### src/rtl/rv32i_instr_encoder.sv
// rv32i_instr_encoder
//
// Packs decoded RV32I instruction descriptors into 32-bit instruction words.
// The encoded words are written to consecutive instruction-memory word
// addresses, starting at 0 for each load session. The block loads programs
// for the single-cycle core. It supports lw, sw, R-type, B-type, I-type ALU,
// jal and lui.
//
// Ports
//   clk        rising-edge clock
//   reset      synchronous active-low reset
//   start      open a session at word 0 (honoured in IDLE/DONE only)
//   in_valid   descriptor valid
//   in_ready   descriptor accepted when in_valid && in_ready
//   in_fmt     0=lw 1=sw 2=R 3=B 4=I-ALU 5=jal 6=lui 7=illegal
//   in_funct3  funct3 for R/B/I
//   in_f7b5    funct7[5] for R and I-shift
//   in_rd/in_rs1/in_rs2  register indices
//   in_imm     signed immediate (byte units for B/jal, pre-shifted for lui)
//   in_last    final descriptor of the session
//   mem_we     one-cycle write strobe
//   mem_addr   word address of the write
//   mem_wdata  encoded instruction
//   busy/done  session status
//   err        sticky illegal-format / overflow flag
//   count      words written this session
//
// state | meaning
// ------+--------------------------------------------------
// IDLE  | after reset, waiting for start
// LOAD  | accepting descriptors, one per cycle
// DONE  | session ended (last beat or overflow), await start

module rv32i_instr_encoder #(
    parameter int ADDR_W = 8
) (
    input  logic              clk,
    input  logic              reset,
    input  logic              start,
    input  logic              in_valid,
    output logic              in_ready,
    input  logic [2:0]        in_fmt,
    input  logic [2:0]        in_funct3,
    input  logic              in_f7b5,
    input  logic [4:0]        in_rd,
    input  logic [4:0]        in_rs1,
    input  logic [4:0]        in_rs2,
    input  logic [31:0]       in_imm,
    input  logic              in_last,
    output logic              mem_we,
    output logic [ADDR_W-1:0] mem_addr,
    output logic [31:0]       mem_wdata,
    output logic              busy,
    output logic              done,
    output logic              err,
    output logic [ADDR_W:0]   count
);

    typedef enum logic [1:0] {
        ST_IDLE = 2'd0,
        ST_LOAD = 2'd1,
        ST_DONE = 2'd2
    } state_t;

    localparam logic [2:0] FMT_LW  = 3'd0;
    localparam logic [2:0] FMT_SW  = 3'd1;
    localparam logic [2:0] FMT_R   = 3'd2;
    localparam logic [2:0] FMT_B   = 3'd3;
    localparam logic [2:0] FMT_I   = 3'd4;
    localparam logic [2:0] FMT_JAL = 3'd5;
    localparam logic [2:0] FMT_LUI = 3'd6;
    localparam logic [2:0] FMT_ILL = 3'd7;

    localparam logic [ADDR_W-1:0] PTR_MAX = {ADDR_W{1'b1}};
    localparam logic [ADDR_W-1:0] PTR_ONE = ADDR_W'(1);
    localparam logic [ADDR_W:0]   CNT_ONE = (ADDR_W+1)'(1);

    state_t              state_q, state_d;
    logic [ADDR_W-1:0]   ptr_q, ptr_d;
    logic [ADDR_W:0]     count_q, count_d;
    logic                err_q, err_d;
    logic                mem_we_q, mem_we_d;
    logic [ADDR_W-1:0]   mem_addr_q, mem_addr_d;
    logic [31:0]         mem_wdata_q, mem_wdata_d;

    logic                accept;
    logic [31:0]         enc_word;
    logic [11:0]         i_imm;

    // Shift-immediate forms carry funct7 in the upper immediate bits.
    always_comb begin
        if (in_funct3 == 3'b001 || in_funct3 == 3'b101) begin
            i_imm = {1'b0, in_f7b5, 5'b00000, in_imm[4:0]};
        end else begin
            i_imm = in_imm[11:0];
        end
    end

    always_comb begin
        enc_word = 32'h0;
        case (in_fmt)
            FMT_LW:  enc_word = {in_imm[11:0], in_rs1, 3'b010, in_rd, 7'b0000011};
            FMT_SW:  enc_word = {in_imm[11:5], in_rs2, in_rs1, 3'b010,
                                 in_imm[4:0], 7'b0100011};
            FMT_R:   enc_word = {1'b0, in_f7b5, 5'b00000, in_rs2, in_rs1,
                                 in_funct3, in_rd, 7'b0110011};
            FMT_B:   enc_word = {in_imm[12], in_imm[10:5], in_rs2, in_rs1, in_funct3,
                                 in_imm[4:1], in_imm[11], 7'b1100011};
            FMT_I:   enc_word = {i_imm, in_rs1, in_funct3, in_rd, 7'b0010011};
            FMT_JAL: enc_word = {in_imm[20], in_imm[10:1], in_imm[11], in_imm[19:12],
                                 in_rd, 7'b1101111};
            FMT_LUI: enc_word = {in_imm[31:12], in_rd, 7'b0110111};
            default: enc_word = 32'h0;
        endcase
    end

    assign accept = in_valid && (state_q == ST_LOAD);

    always_comb begin
        state_d     = state_q;
        ptr_d       = ptr_q;
        count_d     = count_q;
        err_d       = err_q;
        mem_we_d    = 1'b0;
        mem_addr_d  = mem_addr_q;
        mem_wdata_d = mem_wdata_q;

        case (state_q)
            ST_IDLE, ST_DONE: begin
                if (start) begin
                    state_d = ST_LOAD;
                    ptr_d   = '0;
                    count_d = '0;
                    err_d   = 1'b0;
                end
            end
            ST_LOAD: begin
                if (accept) begin
                    if (in_fmt == FMT_ILL) begin
                        // No write and no pointer advance; last still closes the session.
                        err_d = 1'b1;
                        if (in_last) begin
                            state_d = ST_DONE;
                        end
                    end else begin
                        mem_we_d    = 1'b1;
                        mem_addr_d  = ptr_q;
                        mem_wdata_d = enc_word;
                        count_d     = count_q + CNT_ONE;
                        if (ptr_q == PTR_MAX) begin
                            // Memory full: the pointer stays put. More beats were expected unless last is set.
                            if (!in_last) begin
                                err_d = 1'b1;
                            end
                            state_d = ST_DONE;
                        end else begin
                            ptr_d = ptr_q + PTR_ONE;
                            if (in_last) begin
                                state_d = ST_DONE;
                            end
                        end
                    end
                end
            end
            default: begin
                state_d = ST_IDLE;
            end
        endcase
    end

    always_ff @(posedge clk) begin
        if (!reset) begin
            state_q     <= ST_IDLE;
            ptr_q       <= '0;
            count_q     <= '0;
            err_q       <= 1'b0;
            mem_we_q    <= 1'b0;
            mem_addr_q  <= '0;
            mem_wdata_q <= 32'h0;
        end else begin
            state_q     <= state_d;
            ptr_q       <= ptr_d;
            count_q     <= count_d;
            err_q       <= err_d;
            mem_we_q    <= mem_we_d;
            mem_addr_q  <= mem_addr_d;
            mem_wdata_q <= mem_wdata_d;
        end
    end

    assign in_ready  = (state_q == ST_LOAD);
    assign busy      = (state_q == ST_LOAD);
    assign done      = (state_q == ST_DONE);
    assign err       = err_q;
    assign count     = count_q;
    assign mem_we    = mem_we_q;
    assign mem_addr  = mem_addr_q;
    assign mem_wdata = mem_wdata_q;

endmodule

### config.mk
export PLATFORM = sky130hd
export DESIGN_NAME = rv32i_instr_encoder
export DESIGN_NICKNAME = d
export VERILOG_FILES = /design/src/rtl/rv32i_instr_encoder.sv
export SDC_FILE = /design/constraint.sdc
export NUM_CORES = 1
export LEC_CHECK = 0
export ABC_AREA = 1
export CAP_MARGIN = 10
export CORE_UTILIZATION = 30
export DETAILED_ROUTE_END_ITERATION = 12
export MAX_ROUTING_LAYER = met4
export SYNTH_ARGS = -nofsm -noshare
export SYNTH_HDL_FRONTEND = slang
export SYNTH_SLANG_ARGS = --single-unit
### constraint.sdc
create_clock -name clk -period 1.6 [get_ports clk]
set_clock_uncertainty 0.2 [all_clocks]
set_input_delay 0.48 -clock clk [delete_from_list [all_inputs] [get_ports clk]]
set_output_delay 0.48 -clock clk [all_outputs]
set_load 0.03 [all_outputs]
# After elaboration in Yosys (flattened, before gate mapping)

Index checks and enable logic that the tools add are counted.

Add/subtract/negate cells: 2
Equal/unequal tests: 18
Multiplexer cells: 24
Bitwise operators: 1
Reductions and logical operators: 12

Operator list:

| kind                                                 | count |
|---|---|
| case mux 32 bit (7 select lines)                     | 1 |
| two-way mux 8 bit                                    | 4 |
| two-way mux 9 bit                                    | 3 |
| case mux 9 bit (2 select lines)                      | 1 |
| case mux 8 bit (2 select lines)                      | 1 |
| equality test 3 bit (second input constant)          | 5 |
| two-way mux 12 bit                                   | 1 |
| two-way mux 2 bit                                    | 5 |
| AND reduction 5 bit                                  | 2 |
| adder 9 x 1 -> 9 bit (second input constant)         | 1 |
| adder 8 x 1 -> 8 bit (second input constant)         | 1 |
| equality test 8 bit (second input constant)          | 1 |
| equality test 3 x 1 -> 1 bit (second input constant) | 2 |
| equality test 3 x 2 -> 1 bit (second input constant) | 2 |
| two-way mux 1 bit                                    | 6 |
| != test 2 bit (second input constant)                | 3 |
| AND reduction 3 bit                                  | 2 |
| case mux 2 bit (2 select lines)                      | 1 |
| AND reduction 4 bit                                  | 1 |
| zero test 3 bit                                      | 1 |
| != test 3 x 1 -> 1 bit (second input constant)       | 1 |
| != test 3 x 2 -> 1 bit (second input constant)       | 1 |
| equality test 2 x 1 -> 1 bit (second input constant) | 1 |
| equality test 2 bit (second input constant)          | 1 |
| 9 further kinds                                      | 9 |

Bits in registers: 61
Output and inout bits: 54
Logic and storage cells: 64

# Depth between registers and ports, before layout

Word-level depth: 5
Depth in mapped cells: 11
Gate-level depth less buffers: 10

# Worst setup path after synthesis

No wires, ideal clock.

Path type: register to register
Start point: reg count_q[0] (netlist: count[0])
End point: reg count_q[8] (netlist: count[8])
Setup time: 0.113 ns
Data arrival time: 1.493 ns
Required time: 1.287 ns
Setup slack: -0.206 ns
Stages on the path, launching flop included: 8
Buffers on the path: 0
Path through: dfxtp_1 > ha_1 > nand3_1 > or2_2 > nor2_1 > nand2_1 > nor2_1 > nor2_1

Word-level cells in the longest chain between the ends: 4

RTL lines:

| what                            | line | text |
|---|---|---|
| start, declared                 | 80   | `logic [ADDR_W:0] count_q, count_d;` |
| start signal, assigned          | 183  | `count_q <= count_d;` |
| adder 9 x 1 -> 9 bit            | 149  | `count_d = count_q + CNT_ONE;` |
| two-way mux 9 bit               | 139  | `if (in_fmt == FMT_ILL) begin` |
| two-way mux 9 bit               | 138  | `if (accept) begin` |
| case mux 9 bit (2 select lines) | 128  | `case (state_q)` |

No other way between the ends. The select of a mux whose other input is x is not followed.
A chain may end at the register's enable or synchronous reset.

# Final worst setup path

Start point: reg state_q[1]
End point: out in_ready

Word-level cells in the longest chain between the ends: 1

RTL lines:

| what                         | line | text |
|---|---|---|
| start, declared              | 78   | `state_t state_q, state_d;` |
| start signal, assigned       | 181  | `state_q <= state_d;` |
| equality test 2 x 1 -> 1 bit | 191  | `assign in_ready = (state_q == ST_LOAD);` |
| end, declared                | 41   | `output logic in_ready,` |

No other way between the ends.

==> impl_metrics.yaml <==
setup_path:
  crit_path_cell_trace: "inv_4 -> nand2_4 -> clkinv_4 -> buf_6"
  critical_path_arrival_ns: 1.02
  slowest_delay_ns: 0.36
  cp-start-kind: "flip-flop"
  worstPathMaxFanout: 3
  path_delay_family: "flip-flops"
  cp.buffers_inverters: 3
  kind_of_critical_path: "flip-flop to output port"
  critPathRequiredTime_ns: 0.92
  critical-path-slowest-cell: "sky130_fd_sc_hd__dfxtp_4"
  critPathCaptureType: "output port"
  timing.reg2reg.setup_slack_ns: -0.05
routing:
  drt_first_iter_violations: 87
  wl_mm: 10.4
  viasPerCell: 4.77
  detail_route.wl_per_cell_um: 14.2
  dr_total_vias: 3500
  detailedRoute.firstPassIterationCount: 4
  antenna_left: 0
  drc: 0
cells_and_area:
  finish.utilization_pct: 57.0
  finalInstanceArea_mm2: 0.00534
  fin_cells: 734
  layout_overhead_on_the_synthesized_area_pct: 81.5
  layout_common_cells: "sky130_fd_sc_hd__buf_4, sky130_fd_sc_hd__nand2_1, sky130_fd_sc_hd__clkdlybuf4s50_1"
  number_of_nets_in_the_finished_design: 661
  antenna-diode-count: 0
  mostFrequentLayoutCell: "sky130_fd_sc_hd__buf_4"
  multi_input_area_mm2: 0.00174
  final_layout_size_suffix_gt1_share_pct: 37.4
  layout.filler_cells: 891
  seqCellArea_mm2: 0.00123
floorplanning:
  std_cell_rows: 35
  die_y_um: 101
  die_width_um: 101
  floorplan.initialDensity_pct: 31.4
  num_io_pins: 113
  floorplan.die_area_mm2: 0.0102
  core_region_area_mm2: 0.00937
placed_design:
  routabilityCongestion: 0.809
  preCtsSetupSlack_ns: -0.668
  post-place-cells: 695
  hpwlAfterDp_mm: 7.30
  post_place_cell_area_mm2: 0.00451
  count_of_input_and_output_buffers: 112
logic_synthesis:
  mappedNetlistArea_mm2: 0.00294
  synth_cell_type_count: 33
  ys_ff_latch: 60
  yosysSeqAreaShare_pct: 40.9
  syn-instance-count: 415
  syn_area_per_cell_um2: 7.09
  syn_nets: 476
  synth_warnings: 0
sta:
  report.final.slew_viol_count: 0
  period_minus_slack_ns: 1.70
  part_of_the_cycle_the_worst_path_needs_pct: 106
  grt_setup_unrepaired: "true"
  timing.final.hold_violations: 0
  timing.max_slew.rel_slack_pct: 79.0
  setup_viol_count_final: 20
  worst_slack_ns: -0.103
  worst_slew_pin_slew_ns: 0.314
  setup_tns_ns: -0.780
  maxClockFrequency_mhz: 587
  fin_worst_hold_slack_ns: 0.258
clock_network:
  cts.clk_slew.worst_paths_ns: 0.07
  clock-root-buffer: "sky130_fd_sc_hd__clkbuf_8"
  cts.sinks: 60
  cts_tree: "done"
  cts_inserted_buffers: 9
  cts_h_tree_depth: 3
  insertion_delay_ns: 0.34
  cts-root-to-sink-buffers: 2
  postCtsHoldBufs: 0
global_route:
  first_global_vias: 3366
  grt_remaining_overflow: 0
  grt_start_max_net_pins: 24
  antenna_found_initial: 0
  grt_pass1_wl_mm: 15.3
  global_route.usage.total_pct: 19.9
status:
  outcome: "complete, but fails checks"
  failed_checks: "setup timing"
power_and_ir_drop:
  design_power_total_mw: 4.23
  vdd_ir_drop_max_v: 0.000413
  leakage_nw: 2.38
  power.density_cell_area_mw_per_mm2: 792
min_path:
  worst_hold_class: "flip-flop to flip-flop"
job:
  max_cap_violations: 0
## final cells by class
| class | count | share of cell area (%) |
|---|---|---|
| inverters | 35 | 2.88 |
| clock buffers | 13 | 3.19 |
| repair buffers | 190 | 34.3 |
| repair inverters | 1 | 0.117 |
| well taps | 129 | 3.02 |
| clock inverters | 3 | 0.797 |
| flip-flops and latches | 60 | 23.0 |
| multi-input cells | 303 | 32.7 |
## synth_stat cells
master                     number  area share [%]
sky130_fd_sc_hd__ha_1           2            0.85
sky130_fd_sc_hd__nand3_2        4             1.4
sky130_fd_sc_hd__a21oi_2        1            0.30
sky130_fd_sc_hd__nand3_1       29             4.9
sky130_fd_sc_hd__nor2_8         2             1.4
sky130_fd_sc_hd__inv_4          1            0.21
sky130_fd_sc_hd__inv_1         30             3.8
sky130_fd_sc_hd__nand2_2        3            0.64
sky130_fd_sc_hd__o21ai_2        1            0.30
sky130_fd_sc_hd__buf_6          1            0.38
sky130_fd_sc_hd__nor3_1         5            0.85
sky130_fd_sc_hd__buf_12         1            0.68
sky130_fd_sc_hd__nor2_1        39             5.0
sky130_fd_sc_hd__nand2_4        3             1.1
sky130_fd_sc_hd__a31oi_1        5             1.1
sky130_fd_sc_hd__or2_2          1            0.21
sky130_fd_sc_hd__clkinv_1       2            0.26
sky130_fd_sc_hd__dfxtp_1       60              41
sky130_fd_sc_hd__and2_1         1            0.21
sky130_fd_sc_hd__nand4_1        4            0.85
sky130_fd_sc_hd__nor2_2         6             1.3
sky130_fd_sc_hd__clkbuf_1       4            0.51
sky130_fd_sc_hd__inv_2          1            0.13
sky130_fd_sc_hd__o21ai_0       40             6.8
sky130_fd_sc_hd__buf_2          4            0.68
sky130_fd_sc_hd__o21ai_1        4            0.68
sky130_fd_sc_hd__buf_4          7             1.8
sky130_fd_sc_hd__nand3_4        1            0.60
sky130_fd_sc_hd__clkinv_4       1            0.30
sky130_fd_sc_hd__and3_1         2            0.43
sky130_fd_sc_hd__xor2_1         2            0.60
sky130_fd_sc_hd__a21oi_1       48             8.2
sky130_fd_sc_hd__nand2_1      100              13
## path summary, 6_finish.rpt
kind,from,endpoint,cells after the start
worst max-delay path,state_q[1],in_ready,4
worst min-delay path,err,err,2
worst max register to register,state_q[1],mem_wdata[2],9
worst min register to register,err,err,2
## worst reg2reg max path, stage by stage, from the launching register on
cell and delay, ns:
sky130_fd_sc_hd__dfxtp_4 0.36, sky130_fd_sc_hd__inv_4 0.08, sky130_fd_sc_hd__buf_4 0.12, sky130_fd_sc_hd__nand3_4 0.12, sky130_fd_sc_hd__nor2_8 0.19, sky130_fd_sc_hd__buf_12 0.13
sky130_fd_sc_hd__buf_6 0.09, sky130_fd_sc_hd__buf_6 0.11, sky130_fd_sc_hd__nand2_1 0.06, sky130_fd_sc_hd__a21oi_2 0.12
## state kept, by name, summed over array words and instances, names as in the netlist
name,count
state_q,2
mem_addr,8
mem_we,1
count,9
mem_wdata,31
err,1
ptr_q,8
## cell families (layout without fill, tap and decap cells)
group	Yosys count	count (layout)	synth area share [%]
buf+inv	52	242	8.77
simple gates	200	200	31.6
compound gates	99	99	17.3
flops	60	60	40.9
fa+ha+maj	2	2	0.851
xor+xnor	2	2	0.596
## repair_timing
item,in CTS,in global routing
cloned,0,6
resized for setup,47,83
pin swaps,5,13
setup buffers,9,10
setup endpoints to repair,68,49
## layer usage
| metal | up-vias | track usage [%] | routed length (um) |
|---|---|---|---|
| li1 | 1738 | - | - |
| met1 | 1643 | 24.0 | 4620 |
| met2 | 107 | 33.3 | 5150 |
| met3 | 12 | 4.65 | 501 |
| met4 | 0 | 5.46 | 143 |
| met5 | - | - | 0 |
## power by group
part	internal (mW)	switching (mW)
clock network	0.856	0.640
registers	1.57	0.0551
logic	0.538	0.571
total	2.96	1.27
Note: power is estimated with default switching activity, not from simulation.
